==> src/rtl/para_pkg.sv <==
// Shared definitions for the measurement scheduler: FSM state encoding, result
// record layout and the ring value reported on timeout.
package para_pkg;

  typedef enum logic [2:0] {
    StIdle,
    StGap,
    StWin,
    StDrain,
    StStore
  } sched_state_e;

  // Result record layout: {timeout, seq[14:0], ring[15:0]}
  localparam int unsigned TO_BIT   = 31;
  localparam int unsigned SEQ_MSB  = 30;
  localparam int unsigned RING_MSB = 15;

  localparam logic [15:0] RING_TIMEOUT = 16'hFFFF;

  function automatic logic [31:0] pack_rec(logic to, logic [14:0] seq, logic [15:0] ring);
    logic [31:0] rec;
    rec                       = '0;
    rec[TO_BIT]               = to;
    rec[SEQ_MSB:RING_MSB+1]   = seq;
    rec[RING_MSB:0]           = ring;
    return rec;
  endfunction

endpackage

==> src/rtl/para_res_fifo.sv <==
// Synchronous result FIFO with registered storage and combinational head.
// Ports:
//   clk_sys, rst      clock, synchronous active-high reset (clears contents)
//   push_i, wdata_i   write request and record
//   pop_i             read request; ignored when empty
//   head_o            record at the read pointer
//   full_o, empty_o   fill status
//   drop_o            push rejected because full with no same-cycle pop
module para_res_fifo #(
  parameter int unsigned AddrW = 3,
  parameter int unsigned DataW = 32
) (
  input  logic             clk_sys,
  input  logic             rst,
  input  logic             push_i,
  input  logic [DataW-1:0] wdata_i,
  input  logic             pop_i,
  output logic [DataW-1:0] head_o,
  output logic             full_o,
  output logic             empty_o,
  output logic             drop_o
);

  localparam int unsigned Depth = 1 << AddrW;
  localparam logic [AddrW:0] DepthCnt = Depth[AddrW:0];

  logic [DataW-1:0] mem_q [Depth];
  logic [AddrW-1:0] wr_ptr_q, rd_ptr_q;
  logic [AddrW:0]   count_q;
  logic             pop_ok, push_ok;

  assign empty_o = (count_q == '0);
  assign full_o  = (count_q == DepthCnt);
  assign pop_ok  = pop_i & ~empty_o;
  // A pop in the same cycle frees the slot, so a full FIFO still accepts the push.
  assign push_ok = push_i & (~full_o | pop_ok);
  assign drop_o  = push_i & ~push_ok;
  assign head_o  = mem_q[rd_ptr_q];

  always_ff @(posedge clk_sys) begin
    if (rst) begin
      mem_q    <= '{default: '0};
      wr_ptr_q <= '0;
      rd_ptr_q <= '0;
      count_q  <= '0;
    end else begin
      if (push_ok) begin
        mem_q[wr_ptr_q] <= wdata_i;
        wr_ptr_q        <= wr_ptr_q + 1'b1;
      end
      if (pop_ok) begin
        rd_ptr_q <= rd_ptr_q + 1'b1;
      end
      unique case ({push_ok, pop_ok})
        2'b10:   count_q <= count_q + 1'b1;
        2'b01:   count_q <= count_q - 1'b1;
        default: count_q <= count_q;
      endcase
    end
  end

endmodule

==> src/rtl/para_sched.sv <==
// Measurement scheduler: runs cfg_cnt windows separated by gaps, gates the
// sample stream into the hit detector during windows, and records one result
// (ring count or timeout) per window into an 8-entry FIFO.
// Ports:
//   clk_sys, rst                    clock, synchronous active-high reset
//   sm_data_in, sm_vld_in           samples from the sample mux
//   sm_data, sm_vld                 registered, window-gated samples to the hit detector
//   ph_ring, ph_vld                 ring result from the hit detector
//   cfg_start, cfg_abort            run control pulses
//   cfg_cnt, cfg_win, cfg_gap       run configuration, latched at start
//   res_rd, res_data, res_empty     result FIFO readout
//   stu_busy, stu_done, stu_ovf     status
module para_sched
  import para_pkg::*;
#(
  parameter int unsigned FIFO_AW   = 3,
  parameter int unsigned DRAIN_LEN = 16
) (
  input  logic        clk_sys,
  input  logic        rst,
  input  logic [15:0] sm_data_in,
  input  logic        sm_vld_in,
  output logic [15:0] sm_data,
  output logic        sm_vld,
  input  logic [15:0] ph_ring,
  input  logic        ph_vld,
  input  logic        cfg_start,
  input  logic        cfg_abort,
  input  logic [15:0] cfg_cnt,
  input  logic [31:0] cfg_win,
  input  logic [31:0] cfg_gap,
  input  logic        res_rd,
  output logic [31:0] res_data,
  output logic        res_empty,
  output logic        stu_busy,
  output logic [15:0] stu_done,
  output logic        stu_ovf
);

  localparam logic [31:0] DrainLast = 32'(DRAIN_LEN - 1);

  sched_state_e state_q;
  logic [31:0]  cnt_q;        // cycles left in the current phase, minus one
  logic [15:0]  run_cnt_q;
  logic [31:0]  gap_last_q;   // max(gap,1) - 1
  logic [31:0]  win_last_q;   // max(win,1) - 1
  logic [15:0]  seq_q;
  logic [15:0]  done_q;
  logic         ovf_q;
  logic         to_q;
  logic [15:0]  ring_q;
  logic [15:0]  sm_data_q;
  logic         sm_vld_q;

  logic         push;
  logic         fifo_full;
  logic         fifo_drop;
  logic [31:0]  rec;

  // Abort wins over the STORE push, so the pending record is simply lost.
  assign push = (state_q == StStore) & ~cfg_abort;
  assign rec  = pack_rec(to_q, seq_q[14:0], ring_q);

  para_res_fifo #(
    .AddrW (FIFO_AW),
    .DataW (32)
  ) u_res_fifo (
    .clk_sys (clk_sys),
    .rst     (rst),
    .push_i  (push),
    .wdata_i (rec),
    .pop_i   (res_rd),
    .head_o  (res_data),
    .full_o  (fifo_full),
    .empty_o (res_empty),
    .drop_o  (fifo_drop)
  );

  always_ff @(posedge clk_sys) begin
    if (rst) begin
      state_q    <= StIdle;
      cnt_q      <= '0;
      run_cnt_q  <= '0;
      gap_last_q <= '0;
      win_last_q <= '0;
      seq_q      <= '0;
      done_q     <= '0;
      ovf_q      <= 1'b0;
      to_q       <= 1'b0;
      ring_q     <= '0;
      sm_data_q  <= '0;
      sm_vld_q   <= 1'b0;
    end else begin
      sm_data_q <= sm_data_in;
      sm_vld_q  <= sm_vld_in & (state_q == StWin);
      if (fifo_drop) begin
        ovf_q <= 1'b1;
      end
      if (cfg_abort) begin
        state_q <= StIdle;
      end else begin
        unique case (state_q)
          StIdle: begin
            if (cfg_start && (cfg_cnt != '0)) begin
              state_q    <= StGap;
              done_q     <= '0;
              ovf_q      <= 1'b0;
              seq_q      <= '0;
              run_cnt_q  <= cfg_cnt;
              gap_last_q <= (cfg_gap == '0) ? '0 : cfg_gap - 1;
              win_last_q <= (cfg_win == '0) ? '0 : cfg_win - 1;
              cnt_q      <= (cfg_gap == '0) ? '0 : cfg_gap - 1;
            end
          end
          StGap: begin
            if (cnt_q == '0) begin
              state_q <= StWin;
              cnt_q   <= win_last_q;
            end else begin
              cnt_q <= cnt_q - 1;
            end
          end
          StWin: begin
            if (ph_vld) begin
              ring_q  <= ph_ring;
              to_q    <= 1'b0;
              state_q <= StStore;
            end else if (cnt_q == '0) begin
              state_q <= StDrain;
              cnt_q   <= DrainLast;
            end else begin
              cnt_q <= cnt_q - 1;
            end
          end
          StDrain: begin
            if (ph_vld) begin
              ring_q  <= ph_ring;
              to_q    <= 1'b0;
              state_q <= StStore;
            end else if (cnt_q == '0) begin
              ring_q  <= RING_TIMEOUT;
              to_q    <= 1'b1;
              state_q <= StStore;
            end else begin
              cnt_q <= cnt_q - 1;
            end
          end
          StStore: begin
            seq_q  <= seq_q + 16'd1;
            done_q <= done_q + 16'd1;
            if ((done_q + 16'd1) == run_cnt_q) begin
              state_q <= StIdle;
            end else begin
              state_q <= StGap;
              cnt_q   <= gap_last_q;
            end
          end
          default: state_q <= StIdle;
        endcase
      end
    end
  end

  assign sm_data  = sm_data_q;
  assign sm_vld   = sm_vld_q;
  assign stu_busy = (state_q != StIdle);
  assign stu_done = done_q;
  assign stu_ovf  = ovf_q;

  // fifo_full is only needed inside the FIFO's own push decision.
  logic unused_full;
  assign unused_full = fifo_full;

endmodule

==> config.mk <==
export PLATFORM = sky130hd
export DESIGN_NAME = para_sched
export DESIGN_NICKNAME = d
export VERILOG_FILES = /design/src/rtl/para_pkg.sv /design/src/rtl/para_res_fifo.sv /design/src/rtl/para_sched.sv
export SDC_FILE = /design/constraint.sdc
export NUM_CORES = 1
export LEC_CHECK = 0
export CAP_MARGIN = 20
export CORE_MARGIN = 2
export CORE_UTILIZATION = 30
export DETAILED_ROUTE_END_ITERATION = 16
export PLACE_DENSITY = 0.57
export SYNTH_ARGS = -nofsm -noshare
export SYNTH_HDL_FRONTEND = slang
export SYNTH_SLANG_ARGS = --single-unit
export TNS_END_PERCENT = 20
==> constraint.sdc <==
create_clock -name clk_sys -period 3.4 [get_ports clk_sys]
set_input_delay 0.68 -clock clk_sys [delete_from_list [all_inputs] [get_ports clk_sys]]
set_output_delay 0.68 -clock clk_sys [all_outputs]
set_load 0.01 [all_outputs]
# Word-level counts from Yosys, hierarchy flattened
# Index checks and enable logic that the tools add are counted.
[classes]
magnitude_cmp = 3
muxes = 40
eq_ne = 17
n_reduce_logical = 19
bitwise = 12
add_sub_neg = 9
[op_table]
columns = ["operator", "n"]
rows = [
  ["$mux 32", 12],
  ["$bwmux 256", 1],
  ["$pmux 32 s5", 1],
  ["$bmux 32 s3", 1],
  ["$demux 32 s3", 1],
  ["$logic_not 32->1", 3],
  ["$pmux 16 s2", 3],
  ["$sub 32x1->32 const B", 3],
  ["$mux 16", 4],
  ["$add 16x1->16 const B", 2],
  ["$mux 3", 6],
  ["$eq 16x16->1", 1],
  ["$reduce_bool 16->1", 1],
  ["$pmux 3 s5", 1],
  ["$ne 2x2->1 const B", 7],
  ["$ge 4x4->1 const B", 2],
  ["$mux 1", 8],
  ["$not 3->4", 2],
  ["$pmux 4 s2", 1],
  ["$reduce_and 4->1", 2],
  ["$reduce_and 7->1", 1],
  ["$add 3x1->3 const B", 2],
  ["$eq 3x2->1 const B", 2],
  ["$reduce_and 3->1", 2],
  ["21 further kinds", 31],
]
[word_totals]
in_bits = 119
word_cells = 123
regBits = 448
out_inout_bits = 68

# Logic depth before layout (Yosys ltp)
[logic_depth]
depth_word = 11
depth_mapped = 14
depth_no_buf = 11

# Cells and area by module
# A second synthesis with hierarchy kept.
[hier_totals]
hier_cells = 2613
hier_area_um2 = 21508.1
[by_module_without_submodules]
columns = ["mod", "n_inst", "seq_area_each_um2", "cells_per_inst", "area_each_um2"]
rows = [
  ["para_res_fifo", 1, 5325.1, 1338, 11558.6],
  ["para_sched", 1, 3623.5, 1275, 9949.5],
]

# Worst setup path before layout
# No wires, ideal clock.
[synth_path]
path_kind = "input to register"
from = "input cfg_gap[15]"
to = "register cnt_q[26]"
slack_ns = 0.272
setup_ns = 0.088
t_required_ns = 3.312
path_buffers = 1
arrival_ns = 3.040
path_stages = 8
cell_sequence = "or4_4 > or4_4 > buf_6 > or3_4 > or3_4 > xnor2_2 > a21oi_1 > a311oi_2"
[synth_between]
elab_chain_cells = 4
word_cells_on_any_way = 5
classes_between = "add/sub: 1; mux: 3; reduce/logical: 1"
[synth_lines]
columns = ["element", "line", "source"]
rows = [
  ["from (decl)", "para_sched.sv:31", "input logic [31:0] cfg_gap,"],
  ["$sub 32x1->32 or $logic_not 32->1 (tied branches)", "para_sched.sv:112", "cnt_q <= (cfg_gap == '0) ? '0 : cfg_gap - 1;"],
  ["$mux 32 (*)", "para_sched.sv:112", ""],
  ["$mux 32 (*)", "para_sched.sv:104", "if (cfg_start && (cfg_cnt != '0)) begin"],
  ["$pmux 32 s5 (*)", "para_sched.sv:102", "unique case (state_q)"],
  ["to (signal assigned)", "para_sched.sv:112", ""],
  ["to (signal assigned)", "para_sched.sv:118", "cnt_q <= win_last_q;"],
  ["to (signal assigned)", "para_sched.sv:120", "cnt_q <= cnt_q - 1;"],
  ["to (decl)", "para_sched.sv:43", "logic [31:0] cnt_q;"],
]
# Every way passes the cells marked *; elsewhere a longest branch is shown, timed or not. The select of a mux whose other input is x is not followed.
# A chain may end at the register's enable or synchronous reset.

# Final worst setup path
[layout_path]
from = "register u_res_fifo.rd_ptr_q[0]"
to = "output res_data[15]"
[layout_between]
elab_chain_cells = 4
[layout_lines]
columns = ["element", "line", "source"]
rows = [
  ["from (decl)", "para_res_fifo.sv:28", "logic [AddrW-1:0] wr_ptr_q, rd_ptr_q;"],
  ["from (signal assigned)", "para_res_fifo.sv:52", "rd_ptr_q <= rd_ptr_q + 1'b1;"],
  ["$not 3->4 (implied by the code)", "para_res_fifo.sv:38", "assign head_o = mem_q[rd_ptr_q];"],
  ["$bmux 32 s3", "para_res_fifo.sv:38", ""],
  ["$mux 32 (implied by the code) (2 in series)", "para_res_fifo.sv:38", ""],
  ["to (decl)", "para_sched.sv:33", "output logic [31:0] res_data,"],
]
# Every way passes these cells. The select of a mux whose other input is x is not followed.

==> impl_metrics.tcl <==
set metrics [dict create \
    clk_pin_slew_worst_paths_ns 0.06 \
    yosys.area_share.adder 0.00763 \
    grt_max_degree 160 \
    whs_ns 0.451 \
    cpPeakStageDelay_ns 0.52 \
    synth_fp_nets 2650 \
    pwr-share-comb 0.076 \
    fp.dieW_um 266 \
    gr-usage-all-layers 0.185 \
    timing.final.hold_violations 0 \
    max_slew.worst_pin.slew_ns 0.984 \
    cts-root-buf "clkbuf_16" \
    drive_above_1_share 0.133 \
    crit_path_cell_trace "buf_12 > mux4_2 > mux2_2 > clkdlybuf4s50_1" \
    total_power_mw 12.1 \
    ios 187 \
    peakVddDrop_uv 425 \
    hold_buffers 0 \
    skew_ns 0.0548 \
    die_y_um 266 \
    hp-class "reg2reg" \
    synth_edf_count 0 \
    power_switching_mw 2.91 \
    ys.warnings.count 0 \
    finalCritPeriodShare 0.971 \
    antenna_found_initial 0 \
    swShare 0.241 \
    synth_compound_area_frac 0.163 \
    yosys.cell_types.count 73 \
    post_drt_wl_per_cell_um 18.5 \
    crit_fanout 20 \
    gr-total-overflow 0 \
    ys_ff_latch 447 \
    clockBufferDepth 3 \
    critPathSlowestCell "mux4_2" \
    pwr-share-seq 0.446 \
    synthXorXnorAreaFrac 0.0419 \
    postSynthCellCount 2519 \
    start_util 0.302 \
    syn2layout_area_growth_pct 26.0 \
    core-area_sq_um 68300 \
    ys.flop_type "dfxtp_1" \
    avgSynthCellArea_sq_um 8.20 \
    hpwl_mm 43.3 \
    crit_type "reg2out" \
    final_cell_area_sq_um 26000 \
    p_clk_frac 0.478 \
    die-area_sq_um 70900 \
    first_global_vias 18400 \
    antenna_left 0 \
    syn_area_sq_um 20600 \
    finalSetupViolCount 0 \
    num_vias 18800 \
    vias_per_cell 5.21 \
    cp.required_ns 2.72 \
    cellLeakagePower_nw 8.79 \
    crit_path_end_kind "output port" \
    finalWirelength_mm 66.6 \
    synthSimpleGateAreaFrac 0.221 \
    drv_cap 0 \
    first_pass_iters 7 \
    finalCriticalPeriod_ns 3.30 \
    nets 2818 \
    dpl_cell_area_sq_um 24200 \
    p_int_mw 9.19 \
    htree_num_levels 2 \
    fmax_mhz 303 \
    rsz0062_at_grt "false" \
    drv_slew 0 \
    gp_congestion 0.890 \
    grt_first_pass_wirelength_mm 105 \
    ys_async_sr_fraction 0 \
    crit_arrival_ns 2.62 \
    diodes 0 \
    status "completed" \
    powerDensity_nw_per_um2 465 \
    rows 96 \
    io_buffers 186 \
    synth.area.mux_share 0.0893 \
    synth_top_family_by_area "simple AND/OR/NAND/NOR gates" \
    cts_num_sinks 447 \
    drc_errors 0 \
    slew_headroom 0.344 \
    seq_area_frac_synth 0.433 \
    drtIter0Drc 1591 \
    cts_made_buffers 51 \
    cts_tree "built" \
    cp-start-kind "flop" \
    insertion_delay_ns 0.63 \
]
-- logic make-up after synthesis --
logic type	Yosys count
AND/OR/NAND/NOR	1059
AO/OA/AOI/OAI	574
flip-flops	447
buffers and inverters	229
multiplexers	100
XOR/XNOR	98
adder cells (fa/ha/maj)	12
-- placed cells by master (no fill, tap or decap), types with 7 or more instances in the layout --
cell / n
a211oi_1: 9
a21o_1: 7
a21oi_1: 347
a22oi_1: 36
and3_1: 8
buf_12: 25
buf_4: 113
clkbuf_1: 13
clkbuf_16: 52
clkbuf_8: 11
clkdlybuf4s50_1: 183
dfxtp_1: 444
ha_1: 11
inv_1: 19
mux2_2: 33
mux4_2: 64
nand2_1: 689
nand3_1: 29
nand4_1: 10
nor2_1: 137
nor2b_1: 20
nor3_1: 55
nor4_1: 23
o211ai_1: 13
o21ai_0: 82
o221a_2: 16
or3_1: 22
or4_1: 14
xnor2_1: 46
xor2_1: 51
-- path summary, 6_finish.rpt --
check                                       startpoint             endpoint  slack [ns]  cells after the start
worst max-delay path            u_res_fifo.rd_ptr_q[0]         res_data[15]         0.1                      4
worst min-delay path               u_res_fifo.mem_q[3]  u_res_fifo.mem_q[3]        0.45                      2
worst max register to register                cnt_q[0]            cnt_q[26]        0.27                     10
worst min register to register     u_res_fifo.mem_q[3]  u_res_fifo.mem_q[3]        0.45                      2
-- state kept, by name (all words and copies together) (netlist names) --
| name | cells |
|---|---|
| u_res_fifo.count_q | 4 |
| seq_q | 15 |
| to_q | 1 |
| sm_data | 16 |
| stu_done | 16 |
| ring_q | 16 |
| u_res_fifo.rd_ptr_q | 3 |
| u_res_fifo.wr_ptr_q | 3 |
| state_q | 3 |
| gap_last_q | 32 |
| u_res_fifo.mem_q | 256 |
| win_last_q | 32 |
| run_cnt_q | 16 |
| sm_vld | 1 |
| stu_ovf | 1 |
| cnt_q | 32 |
-- through the flow --
step | setup TNS [ns] | std cells | util | worst slack (ns)
6_report | 0 | 3607 | 0.381 | 0.0976
3_3_place_gp | -9.12 | 3515 | 0.354 | -0.264
2_1_floorplan | 0 | 2519 | - | 0.272
3_5_place_dp | -10.85 | 3515 | 0.354 | -0.282
4_1_cts | 0 | 3607 | 0.381 | 0.00486
5_1_grt | 0 | 3607 | 0.381 | 0.00625
-- layout make-up --
class	instances	area, sq um
Clock buffer	76	1500
Timing Repair Buffer	325	3240
Sequential cell	447	8950
Tap cell	882	1100
Multi-Input combinational cell	1843	10900
Fill cell	6854	42300
Clock inverter	15	279
Inverter	19	71.3
-- metal layers --
metal	routed length, um	vias to the layer above	track usage
met5	0	-	0
met2	32200	613	0.314
met4	1560	0	0.0534
li1	-	9043	-
met1	28500	9027	0.239
met3	4320	103	0.0306
-- synthesized netlist by cell type (all sizes together) (6+ instances only) --
master | n | share of area
a211oi | 11 | 0.0046
nand2b | 6 | 0.0018
nor4b | 6 | 0.0028
buf | 27 | 0.0065
nand3 | 29 | 0.0070
a22oi | 36 | 0.013
or4 | 16 | 0.0062
o211ai | 13 | 0.0047
ha | 11 | 0.0067
nor3 | 60 | 0.015
o221a | 16 | 0.0087
nand4 | 10 | 0.0030
o21ai | 82 | 0.020
or3 | 25 | 0.0081
mux4 | 64 | 0.070
nor4 | 27 | 0.0091
a221oi | 6 | 0.0025
nor2b | 20 | 0.0061
inv | 19 | 0.0035
a21o | 7 | 0.0025
xor2 | 51 | 0.022
a31oi | 6 | 0.0018
a311oi | 6 | 0.0028
mux2 | 33 | 0.018
nor2 | 140 | 0.025
xnor2 | 47 | 0.020
a21oi | 348 | 0.085
a2111oi | 6 | 0.0025
dfxtp | 447 | 0.43
nand2 | 689 | 0.13
and3 | 8 | 0.0024
clkbuf | 183 | 0.033
-- repair_timing --
action / CTS / global route
setup endpoints to repair: 29 / 3
setup buffers: 1 / 0
gates resized for setup: 2 / 2
-- critical path: cells and delay by family, from the launching register on --
family	cells	cell delay [ns]
buffers and inverters	2	0.72
muxes	2	0.84
DFF	1	0.42
-- power groups by stage --
stage	combinational (mW)	clock, mW	sequential [mW]
detailed placement	0.913	0	5.51
floorplan	0.465	0	5.49
global route	1.00	6.15	5.40
finish	0.920	5.78	5.39
global placement	0.905	0	5.50
CTS	0.917	5.93	5.39
Note: power is estimated with default switching activity, not from simulation.
